--- config.mk ---
export PLATFORM = sky130hd
export DESIGN_NAME = multicycle_sequencer_flat
export DESIGN_NICKNAME = d
export VERILOG_FILES = /design/src/rtl/multicycle_sequencer_if.sv /design/src/rtl/multicycle_sequencer.sv /design/src/flat_wrapper.sv
export SDC_FILE = /design/constraint.sdc
export NUM_CORES = 1
export LEC_CHECK = 0
export CORE_UTILIZATION = 45
export CTS_CLUSTER_DIAMETER = 100
export DETAILED_ROUTE_END_ITERATION = 8
export GPL_ROUTABILITY_DRIVEN = 0
export GPL_TIMING_DRIVEN = 0
export PLACE_DENSITY_LB_ADDON = 0.05
export SLEW_MARGIN = 25
export SYNTH_ARGS = -nofsm -noshare
export SYNTH_HDL_FRONTEND = slang
export SYNTH_SLANG_ARGS = --single-unit
--- constraint.sdc ---
create_clock -name clk -period 1.75 [get_ports clk]
set_input_delay 0.175 -clock clk [delete_from_list [all_inputs] [get_ports clk]]
set_output_delay 0.175 -clock clk [all_outputs]
set_load 0.01 [all_outputs]
--- src/rtl/multicycle_sequencer_if.sv ---
// Control/status bundle between the multicycle sequencer and the CPU datapath/memory.
// The master side is the sequencer; the slave side is the datapath and memory port.
interface multicycle_sequencer_if #(
    parameter int CNT_W = 16
);
    logic             start;
    logic [2:0]       opcode;
    logic             zero;
    logic             mem_ack;
    logic             mem_req;
    logic             mem_we;
    logic             addr_sel;
    logic             ir_ld;
    logic             pc_inc;
    logic             pc_ld;
    logic             r0_ld;
    logic             r0_src;
    logic             alu_sub;
    logic             swap_reg;
    logic             busy;
    logic             halted;
    logic             err;
    logic [CNT_W-1:0] instr_cnt;

    modport master (
        input  start, opcode, zero, mem_ack,
        output mem_req, mem_we, addr_sel, ir_ld, pc_inc, pc_ld,
               r0_ld, r0_src, alu_sub, swap_reg, busy, halted, err, instr_cnt
    );

    modport slave (
        output start, opcode, zero, mem_ack,
        input  mem_req, mem_we, addr_sel, ir_ld, pc_inc, pc_ld,
               r0_ld, r0_src, alu_sub, swap_reg, busy, halted, err, instr_cnt
    );
endinterface

--- src/rtl/multicycle_sequencer.sv ---
// FETCH/DECODE/EXEC/MEM controller for the 16-bit accumulator CPU with a shared,
// variable-latency memory port, access timeout and retired-instruction counter.
module multicycle_sequencer #(
    parameter int MEM_TIMEOUT = 16,
    parameter int CNT_W       = 16
) (
    input  logic                   clk,
    input  logic                   rst,
    multicycle_sequencer_if.master bus_if
);
    typedef enum logic [2:0] {
        S_IDLE, S_FETCH, S_DECODE, S_EXEC, S_MEM, S_HALT, S_ERROR
    } state_t;

    localparam logic [2:0] OP_LDR = 3'b000;
    localparam logic [2:0] OP_STR = 3'b001;
    localparam logic [2:0] OP_ADD = 3'b010;
    localparam logic [2:0] OP_SUB = 3'b011;
    localparam logic [2:0] OP_JMP = 3'b100;
    localparam logic [2:0] OP_JEZ = 3'b101;
    localparam logic [2:0] OP_SWP = 3'b110;
    localparam logic [2:0] OP_HLT = 3'b111;

    // wait_q holds the number of unacknowledged cycles already spent in the access.
    localparam logic [7:0] WAIT_LAST = 8'(MEM_TIMEOUT - 1);

    state_t           state_q, state_d;
    logic [2:0]       op_q, op_d;
    logic [7:0]       wait_q, wait_d;
    logic [CNT_W-1:0] cnt_q, cnt_d;

    always_ff @(posedge clk or posedge rst) begin
        if (rst) begin
            state_q <= S_IDLE;
            op_q    <= '0;
            wait_q  <= '0;
            cnt_q   <= '0;
        end else begin
            state_q <= state_d;
            op_q    <= op_d;
            wait_q  <= wait_d;
            cnt_q   <= cnt_d;
        end
    end

    always_comb begin
        state_d          = state_q;
        op_d             = op_q;
        wait_d           = wait_q;
        cnt_d            = cnt_q;
        bus_if.mem_req   = 1'b0;
        bus_if.mem_we    = 1'b0;
        bus_if.addr_sel  = 1'b0;
        bus_if.ir_ld     = 1'b0;
        bus_if.pc_inc    = 1'b0;
        bus_if.pc_ld     = 1'b0;
        bus_if.r0_ld     = 1'b0;
        bus_if.r0_src    = 1'b0;
        bus_if.alu_sub   = 1'b0;
        bus_if.swap_reg  = 1'b0;

        case (state_q)
            S_IDLE, S_HALT: begin
                if (bus_if.start) begin
                    state_d = S_FETCH;
                    wait_d  = '0;
                end
            end

            S_FETCH: begin
                bus_if.mem_req = 1'b1;
                if (bus_if.mem_ack) begin
                    bus_if.ir_ld  = 1'b1;
                    bus_if.pc_inc = 1'b1;
                    state_d       = S_DECODE;
                end else if (wait_q == WAIT_LAST) begin
                    state_d = S_ERROR;
                end else begin
                    wait_d = wait_q + 8'd1;
                end
            end

            S_DECODE: begin
                op_d = bus_if.opcode;
                case (bus_if.opcode)
                    OP_LDR, OP_STR: begin
                        state_d = S_MEM;
                        wait_d  = '0;
                    end
                    OP_HLT:  state_d = S_HALT;
                    default: state_d = S_EXEC;
                endcase
            end

            S_MEM: begin
                bus_if.mem_req  = 1'b1;
                bus_if.addr_sel = 1'b1;
                bus_if.mem_we   = (op_q == OP_STR);
                if (bus_if.mem_ack) begin
                    bus_if.r0_ld  = (op_q == OP_LDR);
                    bus_if.r0_src = (op_q == OP_LDR);
                    state_d       = S_FETCH;
                    wait_d        = '0;
                    cnt_d         = cnt_q + CNT_W'(1);
                end else if (wait_q == WAIT_LAST) begin
                    state_d = S_ERROR;
                end else begin
                    wait_d = wait_q + 8'd1;
                end
            end

            S_EXEC: begin
                case (op_q)
                    OP_ADD:  bus_if.r0_ld = 1'b1;
                    OP_SUB: begin
                        bus_if.r0_ld   = 1'b1;
                        bus_if.alu_sub = 1'b1;
                    end
                    OP_JMP:  bus_if.pc_ld    = 1'b1;
                    OP_JEZ:  bus_if.pc_ld    = bus_if.zero;
                    OP_SWP:  bus_if.swap_reg = 1'b1;
                    default: ;
                endcase
                state_d = S_FETCH;
                wait_d  = '0;
                cnt_d   = cnt_q + CNT_W'(1);
            end

            S_ERROR: ;

            default: state_d = S_IDLE;
        endcase
    end

    assign bus_if.busy      = (state_q == S_FETCH) || (state_q == S_DECODE) ||
                              (state_q == S_EXEC)  || (state_q == S_MEM);
    assign bus_if.halted    = (state_q == S_HALT);
    assign bus_if.err       = (state_q == S_ERROR);
    assign bus_if.instr_cnt = cnt_q;
endmodule
--- src/flat_wrapper.sv ---
// flat-port wrapper written by rule: the top's interface ports become plain ports
module multicycle_sequencer_flat 
#(
    parameter int MEM_TIMEOUT = 16,
    parameter int CNT_W       = 16
)
  (clk, rst, bus_if_start, bus_if_opcode, bus_if_zero, bus_if_mem_ack, bus_if_mem_req, bus_if_mem_we, bus_if_addr_sel, bus_if_ir_ld, bus_if_pc_inc, bus_if_pc_ld, bus_if_r0_ld, bus_if_r0_src, bus_if_alu_sub, bus_if_swap_reg, bus_if_busy, bus_if_halted, bus_if_err, bus_if_instr_cnt);
  multicycle_sequencer_if #(.CNT_W(CNT_W)) bus_if_i ();
  input  logic clk;
  input  logic rst;
  input wire logic [$bits(bus_if_i.start)-1:0] bus_if_start;
  input wire logic [$bits(bus_if_i.opcode)-1:0] bus_if_opcode;
  input wire logic [$bits(bus_if_i.zero)-1:0] bus_if_zero;
  input wire logic [$bits(bus_if_i.mem_ack)-1:0] bus_if_mem_ack;
  output wire logic [$bits(bus_if_i.mem_req)-1:0] bus_if_mem_req;
  output wire logic [$bits(bus_if_i.mem_we)-1:0] bus_if_mem_we;
  output wire logic [$bits(bus_if_i.addr_sel)-1:0] bus_if_addr_sel;
  output wire logic [$bits(bus_if_i.ir_ld)-1:0] bus_if_ir_ld;
  output wire logic [$bits(bus_if_i.pc_inc)-1:0] bus_if_pc_inc;
  output wire logic [$bits(bus_if_i.pc_ld)-1:0] bus_if_pc_ld;
  output wire logic [$bits(bus_if_i.r0_ld)-1:0] bus_if_r0_ld;
  output wire logic [$bits(bus_if_i.r0_src)-1:0] bus_if_r0_src;
  output wire logic [$bits(bus_if_i.alu_sub)-1:0] bus_if_alu_sub;
  output wire logic [$bits(bus_if_i.swap_reg)-1:0] bus_if_swap_reg;
  output wire logic [$bits(bus_if_i.busy)-1:0] bus_if_busy;
  output wire logic [$bits(bus_if_i.halted)-1:0] bus_if_halted;
  output wire logic [$bits(bus_if_i.err)-1:0] bus_if_err;
  output wire logic [$bits(bus_if_i.instr_cnt)-1:0] bus_if_instr_cnt;
  assign bus_if_i.start = bus_if_start;
  assign bus_if_i.opcode = bus_if_opcode;
  assign bus_if_i.zero = bus_if_zero;
  assign bus_if_i.mem_ack = bus_if_mem_ack;
  assign bus_if_mem_req = bus_if_i.mem_req;
  assign bus_if_mem_we = bus_if_i.mem_we;
  assign bus_if_addr_sel = bus_if_i.addr_sel;
  assign bus_if_ir_ld = bus_if_i.ir_ld;
  assign bus_if_pc_inc = bus_if_i.pc_inc;
  assign bus_if_pc_ld = bus_if_i.pc_ld;
  assign bus_if_r0_ld = bus_if_i.r0_ld;
  assign bus_if_r0_src = bus_if_i.r0_src;
  assign bus_if_alu_sub = bus_if_i.alu_sub;
  assign bus_if_swap_reg = bus_if_i.swap_reg;
  assign bus_if_busy = bus_if_i.busy;
  assign bus_if_halted = bus_if_i.halted;
  assign bus_if_err = bus_if_i.err;
  assign bus_if_instr_cnt = bus_if_i.instr_cnt;
  multicycle_sequencer #(.MEM_TIMEOUT(MEM_TIMEOUT), .CNT_W(CNT_W)) u_core (.clk(clk), .rst(rst), .bus_if(bus_if_i));
endmodule
==> results of run 1 <==
timing repair:
item,CTS,global route
setup endpoints to repair,13,13
hold buffers,0,0
setup buffers,3,3
gates resized for setup,34,14
pin swaps,4,4
where the power goes:
group          internal, mW  total (mW)  leakage, nW  switching [mW]
combinational         0.784        1.53        0.615           0.748
clock                 0.302       0.538       0.0431           0.235
sequential            0.846        1.01        0.392           0.167
total                  1.93        3.08         1.05            1.15
stage by stage:
step	setup TNS, ns	cells	instance area, um^2	util
CTS	0	271	2280	0.622
global placement	-2.58	262	2150	0.587
floorplan	0	178	1730	-
detailed placement	-2.63	262	2150	0.587
finish	0	274	2310	0.630
global route	-0.0619	274	2310	0.630
cells by family (layout without fill, tap and decap cells):
kind of cell / count (synthesis) / count (layout) / share of synthesized area
DFF: 30 / 30 / 0.434
xor gates and xnor gates: 17 / 17 / 0.0860
and+or+nand+nor: 71 / 71 / 0.231
adders and majority gates: 2 / 2 / 0.0145
buffers and inverters: 18 / 66 / 0.0484
muxes: 6 / 6 / 0.0376
AOI/OAI and AO/OA: 34 / 34 / 0.148
registers in the layout, summed over array words and instances (netlist names):
signal	count
u_core.state_q	3
u_core.op_q	3
u_core.bus_if.instr_cnt	16
u_core.wait_q	8
cell type report:
class                           instances  area [um^2]
Buffer                                  6         58.8
Clock buffer                            6         82.6
Fill cell                             315         1350
Inverter                               12         45.0
Multi-Input combinational cell        130          941
Sequential cell                        30          752
Tap cell                               48         60.1
Timing Repair Buffer                   42          368
worst register-to-register path, delay by kind of cell, from the launching register on:
| kind | cells | cell delay [ns] |
|---|---|---|
| AOI/OAI and AO/OA | 2 | 0.39 |
| buffers and inverters | 1 | 0.14 |
| DFF | 1 | 0.38 |
| and+or+nand+nor | 2 | 0.73 |
worst max path at each step:
stage,end
6_report,u_core.wait_q[4]$_DFFE_PP0P_
5_1_grt,u_core.wait_q[6]$_DFFE_PP0P_
4_1_cts,bus_if_swap_reg
3_5_place_dp,bus_if_r0_ld
3_3_place_gp,bus_if_r0_ld
2_1_floorplan,u_core.wait_q[4]$_DFFE_PP0P_
cells in the final DEF (no fill, tap or decap), drive strengths merged, types with 5 or more instances in the layout:
cell type       n
buf            13
dfrtp          30
inv            12
nor3            6
nor2           15
a21oi           5
clkdlybuf4s50  22
clkbuf         11
nand3           6
nand2b          5
o21ai           6
nand2          11
dlygate4sd2     8
xnor2           9
xor2            8
metal layers:
metal | vias to the layer above | share of wire | track usage
li1 | 733 | - | -
met1 | 715 | 0.45 | 0.233
met2 | 43 | 0.49 | 0.340
met3 | 5 | 0.051 | 0.0518
met4 | 0 | 0.011 | 0.0795
met5 | - | 0 | 0
==> impl_metrics.toml, run 1 <==
[die]
dieArea_um2 = 4100
die_w_um = 64.0
placementRows = 22
num_io_pins = 37
design.core.area_um2 = 3660
start_util = 0.473
die_h_um = 64.0

[grt]
grt_pass1_wl_mm = 6.16
grt_pass1_vias = 1428
grt_remaining_overflow = 0
antenna_found_initial = 0
grt_usage = 0.198
grt_max_degree = 31

[timing]
tightest_slew_ns = 0.603
hold-worst-slack_ns = 0.289
min_period_ns = 1.74
rsz0062_at_grt = "true"
maxSlewHeadroom = 0.598
setup_viol = 0
hold_viol = 0
max_freq_ghz = 0.574
clock-skew-final_ns = 0.00545
fin_crit_sh = 0.996
fin_ws_ns = 0.00694
report.final.slew_viol_count = 0

[clocking]
cts_tree = "built"
insertion_delay_ns = 0.28
clockBufferDepth = 2
cts_buffers = 5
htree_num_levels = 2
clkSlewWorstSetupHoldPaths_ns = 0.06
cts-root-buf = "clkbuf_8"
clock_sinks = 30

[logic_synthesis]
synth_area_um2 = 1730
avgSynthCellArea_um2 = 9.72
synth_cells = 178
synth-seq-cells = 30
synth_top_area_cell = "dfrtp_1"
ys.flop_type = "dfrtp_1"
ys_async_sr_fraction = 1.00
synth.yosys.warnings = 0
synth_top_area_frac = 0.434
seq_area_frac_synth = 0.434
yosysMostFrequentCell = "dfrtp_1"
synth_nets = 188
synth.area.top_cells = "dfrtp_1 (43%), xnor2_1 (4.6%), xor2_1 (4.0%), nor2_1 (3.3%), inv_1 (2.6%)"
synth_common_cells = "dfrtp_1 (30), nor2_1 (15), inv_1 (12)"
synth_cell_types = 47
synth_edf_count = 0

[route]
drtIter0Drc = 38
ant_nets = 0
wl_mm = 3.72
avgViaCountPerCell = 5.46
vias = 1496
drc_errors = 0
avgRoutedWirePerCell_um = 13.6
dr.pass1.iters = 4

[worst_setup_path]
cp_slowest_cell = "or4_4"
critPathBufInv = 1
critical_path.cell_chain = "buf_6 -> or4_4 -> o311a_4 -> and2_4 -> a32o_1"
worstSetupPathType = "reg -> reg"
worstPathMaxFanout = 9
startpoint = "u_core.state_q[2]$_DFFE_PP0P_"
required_ns = 1.92
cpPeakStageDelay_ns = 0.54
cp-end-kind = "register"
worstReg2RegStart = "u_core.state_q[2]$_DFFE_PP0P_"
cp.depth = 5
r2r-end = "u_core.wait_q[4]$_DFFE_PP0P_"
r2r_cells = 5
rrSetupSlack_ns = 0.007
critPathLaunchType = "register"
crit_family = "simple AND/OR/NAND/NOR gates"
crit_arrival_ns = 1.91

[run_status]
status = "finished, final reports clean"

[hold_path]
hold_path.class = "in -> async"

[place]
dp_hpwl_mm = 2.60
port_buffers = 36
pre_cts_ws_ns = -0.502

[pwr]
p_per_area_nw_per_um2 = 1340
ir_drop_v = 0.000822
p_leak_nw = 1.05
power_mw = 3.08

[flow_run]
drv_cap = 0

[cells_and_area]
area_delta_synth_final_pct = 33.3
drive_gt1_frac = 0.199
n_antenna_cell = 0
fin_nets = 237
Note: power is estimated with default switching activity, not from simulation.
==> run 2, diff against run 1 <==
--- a/config.mk
+++ b/config.mk
@@ -5,6 +5,7 @@
 export SDC_FILE = /design/constraint.sdc
 export NUM_CORES = 1
 export LEC_CHECK = 0
+export CAP_MARGIN = 20
 export CORE_UTILIZATION = 45
 export CTS_CLUSTER_DIAMETER = 100
 export DETAILED_ROUTE_END_ITERATION = 8
==> results of run 2 <==
No change in the layout: final DEF, timing and power equal those of run 1.
